[src/rtl/rst_set_seq.sv]
// rst_set_seq: async-assert / sync-release reset and set sequencer.
// Set path compiled in only when RST_SET_SEQ_SET_EN is defined.
module rst_set_seq #(
   parameter int unsigned SYNC_STAGES = 2,
   parameter int unsigned RST_STRETCH = 16,
   parameter int unsigned SET_MIN     = 4
) (
   input  logic clk,
   input  logic rst_n,
   input  logic set_req_n,
   output logic rst_n_o,
   output logic set_n_o,
   output logic ready
);

   typedef enum logic [2:0] {
      ST_RESET,
      ST_HOLD,
      ST_IDLE,
      ST_SET_ACT,
      ST_GUARD
   } state_e;

   localparam logic [7:0] RST_LOAD = 8'(RST_STRETCH - 1);

   state_e                 state_q, state_d;
   logic [7:0]             cnt_q, cnt_d;
   logic [SYNC_STAGES-1:0] rsync_q;
   logic                   rsync_out;
   logic                   rst_n_o_q, rst_n_o_d;
   logic                   ready_q, ready_d;

   // Reset release synchronizer: clears async, fills with ones
   always_ff @(posedge clk or negedge rst_n) begin
      if (!rst_n) begin
         rsync_q <= '0;
      end else begin
         rsync_q <= {rsync_q[SYNC_STAGES-2:0], 1'b1};
      end
   end

   assign rsync_out = rsync_q[SYNC_STAGES-1];

`ifdef RST_SET_SEQ_SET_EN
   localparam logic [7:0] SET_LOAD = 8'(SET_MIN - 1);

   logic [SYNC_STAGES-1:0] ssync_q;
   logic                   sreq_n;
   logic                   set_n_o_q, set_n_o_d;

   // Set request synchronizer: idles high, samples the raw request
   always_ff @(posedge clk or negedge rst_n) begin
      if (!rst_n) begin
         ssync_q <= '1;
      end else begin
         ssync_q <= {ssync_q[SYNC_STAGES-2:0], set_req_n};
      end
   end

   assign sreq_n = ssync_q[SYNC_STAGES-1];
`else
   logic unused_set_req;

   assign unused_set_req = set_req_n;
`endif

   // State, counter and registered outputs
   always_ff @(posedge clk or negedge rst_n) begin
      if (!rst_n) begin
         state_q   <= ST_RESET;
         cnt_q     <= 8'd0;
         rst_n_o_q <= 1'b0;
         ready_q   <= 1'b0;
`ifdef RST_SET_SEQ_SET_EN
         set_n_o_q <= 1'b1;
`endif
      end else begin
         state_q   <= state_d;
         cnt_q     <= cnt_d;
         rst_n_o_q <= rst_n_o_d;
         ready_q   <= ready_d;
`ifdef RST_SET_SEQ_SET_EN
         set_n_o_q <= set_n_o_d;
`endif
      end
   end

   // Next state and counter; HOLD leaves on the edge the count hits 0
   always_comb begin
      state_d = state_q;
      cnt_d   = cnt_q;
      unique case (state_q)
         ST_RESET: begin
            if (rsync_out) begin
               if (RST_LOAD == 8'd0) begin
                  state_d = ST_GUARD;
               end else begin
                  state_d = ST_HOLD;
                  cnt_d   = RST_LOAD;
               end
            end
         end
         ST_HOLD: begin
            cnt_d = cnt_q - 8'd1;
            if (cnt_q == 8'd1) begin
               state_d = ST_GUARD;
            end
         end
         ST_GUARD: begin
            state_d = ST_IDLE;
         end
         ST_IDLE: begin
`ifdef RST_SET_SEQ_SET_EN
            if (!sreq_n) begin
               state_d = ST_SET_ACT;
               cnt_d   = SET_LOAD;
            end
`endif
         end
`ifdef RST_SET_SEQ_SET_EN
         ST_SET_ACT: begin
            if (cnt_q != 8'd0) begin
               cnt_d = cnt_q - 8'd1;
            end else if (sreq_n) begin
               state_d = ST_GUARD;
            end
         end
`endif
         default: begin
            state_d = ST_RESET;
            cnt_d   = 8'd0;
         end
      endcase
   end

   // Output values follow the state being entered
   always_comb begin
      rst_n_o_d = !((state_d == ST_RESET) || (state_d == ST_HOLD));
      ready_d   = (state_d == ST_IDLE);
`ifdef RST_SET_SEQ_SET_EN
      set_n_o_d = (state_d != ST_SET_ACT);
`endif
   end

   assign rst_n_o = rst_n_o_q;
   assign ready   = ready_q;
`ifdef RST_SET_SEQ_SET_EN
   assign set_n_o = set_n_o_q;
`else
   assign set_n_o = 1'b1;
`endif

endmodule
[config.mk]
export PLATFORM = sky130hd
export DESIGN_NAME = rst_set_seq
export DESIGN_NICKNAME = d
export VERILOG_FILES = /design/src/rtl/rst_set_seq.sv
export SDC_FILE = /design/constraint.sdc
export NUM_CORES = 1
export LEC_CHECK = 0
export BUFFER_PORTS_ARGS = -buffer_cell sky130_fd_sc_hd__buf_4
export CAP_MARGIN = 10
export CORE_MARGIN = 3
export CORE_UTILIZATION = 61
export CTS_BUF_LIST = sky130_fd_sc_hd__clkbuf_16
export DETAILED_ROUTE_END_ITERATION = 12
export PLACE_DENSITY = 0.84
export SYNTH_ARGS = -nofsm -noshare
export SYNTH_HDL_FRONTEND = slang
export SYNTH_SLANG_ARGS = --single-unit
[constraint.sdc]
create_clock -name clk -period 3.03 [get_ports clk]
set_input_delay 0.606 -clock clk [delete_from_list [all_inputs] [get_ports clk]]
set_output_delay 0.606 -clock clk [all_outputs]
set_load 0.1 [all_outputs]
==> run metrics <==
status=finished clean; Synth Instances=79; M1 GR Usage=0.2754; DIE AREA=about 1800 um2; final total power=0.9531 mW; Final setup viols=0; Fmax=between 0.6 and 0.7 GHz; Mapped Area=around 830 um2; initial antenna violation count=0; setup repair bufs after CTS=0; crit start category=register; post-DR vias/cell=around 6.6; Top Usage Layer GRT=met2; Die H=approximately 43 um; Hold Path Class=in -> async; RSZ-0062 raised after global routing=no; die width=42.99 um; gpl congestion=approximately 0.81; placed inst area=around 850 um2; cts bufs inserted=3; setup TNS=0 ns; clk buf depth=2; grt ovf=0; critical path launch point=state_q[1]; min cycle time layout=between 1.5 and 2 ns; fin area=just over 900 um2; final-report max-slew violation count=0; Pleak=between 0.4 and 0.5 nW; DR pass1 iterations=4; share of layout cells above drive strength 1=0.1098; CTS tree=done; Area Overhead vs Synth=11.09%; I/O pins=6; vias in the first global route=583; cts hold-fix bufs=0; critical path data arrival time=roughly 1.8 ns; critical path class=reg -> reg; crit path max fanout=12; DRC Markers=0; Cell Pwr Density=1028 nW/um2; drt initial violations=36; VDD IR max=about 0.68 mV; drt total wl=roughly 1.7 mm; post-cts sizing count=0; Seq. cell area=between 300 and 400 um2; sequential area share after synthesis=0.4498; met2 GRT Util=0.3114; number of distinct library cells after synthesis=37; synthesized area per cell=between 10 and 15 um2; Initial Util=0.7036; total track usage=0.2079; Hold Vio Cnt, Final=0; Post-DRT Antenna Nets=0; max_cap viols=0; final hold slack=around 0.2 ns; Slew @ Worst Pin=approximately 0.55 ns; worst r2r src=state_q[1]; post-route insts no fill=96; Placed Instances=92; pre-CTS setup slack=between 1 and 1.5 ns; Rel. slew slack=0.6312; Ys Warns=0; M3 GR Usage=0.05085; root buf cell=clkbuf_16; Synth Register Bits=15; port bufs=3; H-tree lvl count=1; Clk Latency, worst-skew pair=0.25 ns; pin count of the biggest net entering global routing=17; crit share post-route=0.5486; n_diodes=0; WL per Instance=between 15 and 20 um; clock sinks=15; Clock transition at path regs=about 0.050 ns; number of core rows=12; first-pass GRT wire length=2.780 mm; Final #Nets=between 80 and 90; final worst slack=around 1.4 ns; Worst EP required=roughly 3.2 ns; Layout Utilization=0.7816; Reg2Reg Depth=3; Multi-input gate area=approximately 420 um2; Worst setup EP type=register; DP HPWL=1.087 mm; # fillers=69; core area=approximately 1200 um2; vias=between 600 and 700; Clock Skews=~0.0016 ns
cell usage in the layout, fill, tap and decap left out, types with 2 or more instances in the layout:
cell type / Yosys / layout
dfrtp_1: 15 / 15
or3_1: 2 / 2
o21ai_1: 4 / 4
inv_1: 4 / 4
mux2i_1: 5 / 5
nand2_1: 3 / 3
a21oi_1: 3 / 3
nand4b_1: 4 / 4
ha_1: 2 / 2
a211oi_1: 3 / 3
nand4_1: 4 / 4
conb_1: 1 / 2
nor2_1: 3 / 3
nand2b_1: 3 / 3
clkbuf_16: 0 / 3
buf_4: 1 / 3
where the power goes:
| group | total, mW | internal (mW) | switching (mW) |
|---|---|---|---|
| clock | 0.257 | 0.176 | 0.0812 |
| sequential | 0.362 | 0.266 | 0.0965 |
| combinational | 0.334 | 0.163 | 0.171 |
| total | 0.953 | 0.604 | 0.349 |
routing by layer:
layer | vias up | part of all wire
li1 | 296 | -
met3 | 7 | 0.060
met1 | 308 | 0.42
met5 | - | 0
met2 | 26 | 0.48
met4 | 0 | 0.035
worst max-delay path: stages, from the launching register on:
cell	delay, ns
dfrtp_1	0.50
or3b_4	0.47
a211oi_1	0.35
mux2i_1	0.25
state kept, by name, indices dropped and copies added, names as in the netlist:
register and cells:
state_q 3, ready 1, cnt_q 8, rsync_q 2, rst_n_o 1
cells by family (layout without fill, tap and decap cells):
logic type / after synthesis / after routing / synth area share
simple gates: 29 / 29 / 0.2354
mux: 5 / 5 / 0.05997
flops: 15 / 15 / 0.4498
buf+inv: 9 / 11 / 0.05546
other cells: 1 / 2 / 0.004493
fa+ha+maj: 2 / 2 / 0.02998
xor+xnor: 1 / 1 / 0.01050
compound gates: 17 / 17 / 0.1544
worst paths after layout:
check / end / slack (ns)
min reg2reg: rsync_q[1] / 0.35
max: cnt_q[6] / 1.37
min: cnt_q[2] / 0.20
max in group asynchronous: cnt_q[7] / 2.66
min in group clk: rsync_q[1] / 0.35
max reg2reg: cnt_q[6] / 1.37
final cells by class:
type / count / share of cell area
clock buffer: 3 / 0.08097
sequential: 15 / 0.4049
multi-input combinational: 56 / 0.4494
tap: 14 / 0.01889
timing repair buffer: 3 / 0.02429
inverter: 4 / 0.01619
clock inverter: 1 / 0.005398
Yosys cell counts:
master	n	area share
a2111oi_4	1	0.033
a211o_1	1	0.010
a211oi_1	3	0.027
a21bo_1	1	0.012
a21boi_1	1	0.0090
a21oi_1	3	0.018
a31oi_1	1	0.0075
and3_1	1	0.0075
and4b_1	1	0.012
buf_1	1	0.0045
buf_2	1	0.0060
buf_4	1	0.0090
buf_6	1	0.013
clkbuf_1	1	0.0045
conb_1	1	0.0045
dfrtp_1	15	0.45
ha_1	2	0.030
inv_1	4	0.018
mux2i_1	5	0.060
nand2_1	3	0.013
nand2b_1	3	0.022
nand3b_1	1	0.0090
nand4_1	4	0.030
nand4b_1	4	0.042
nor2_1	3	0.013
nor3b_1	1	0.0090
nor4_1	1	0.0075
nor4bb_1	1	0.012
o21ai_0	1	0.0060
o21ai_1	4	0.024
o22ai_1	1	0.0075
or2_1	1	0.0075
or3_1	2	0.015
or3b_4	1	0.013
or4_1	1	0.0090
or4b_1	1	0.012
xnor2_1	1	0.010
No activity file was read; power rests on OpenSTA's default activity.
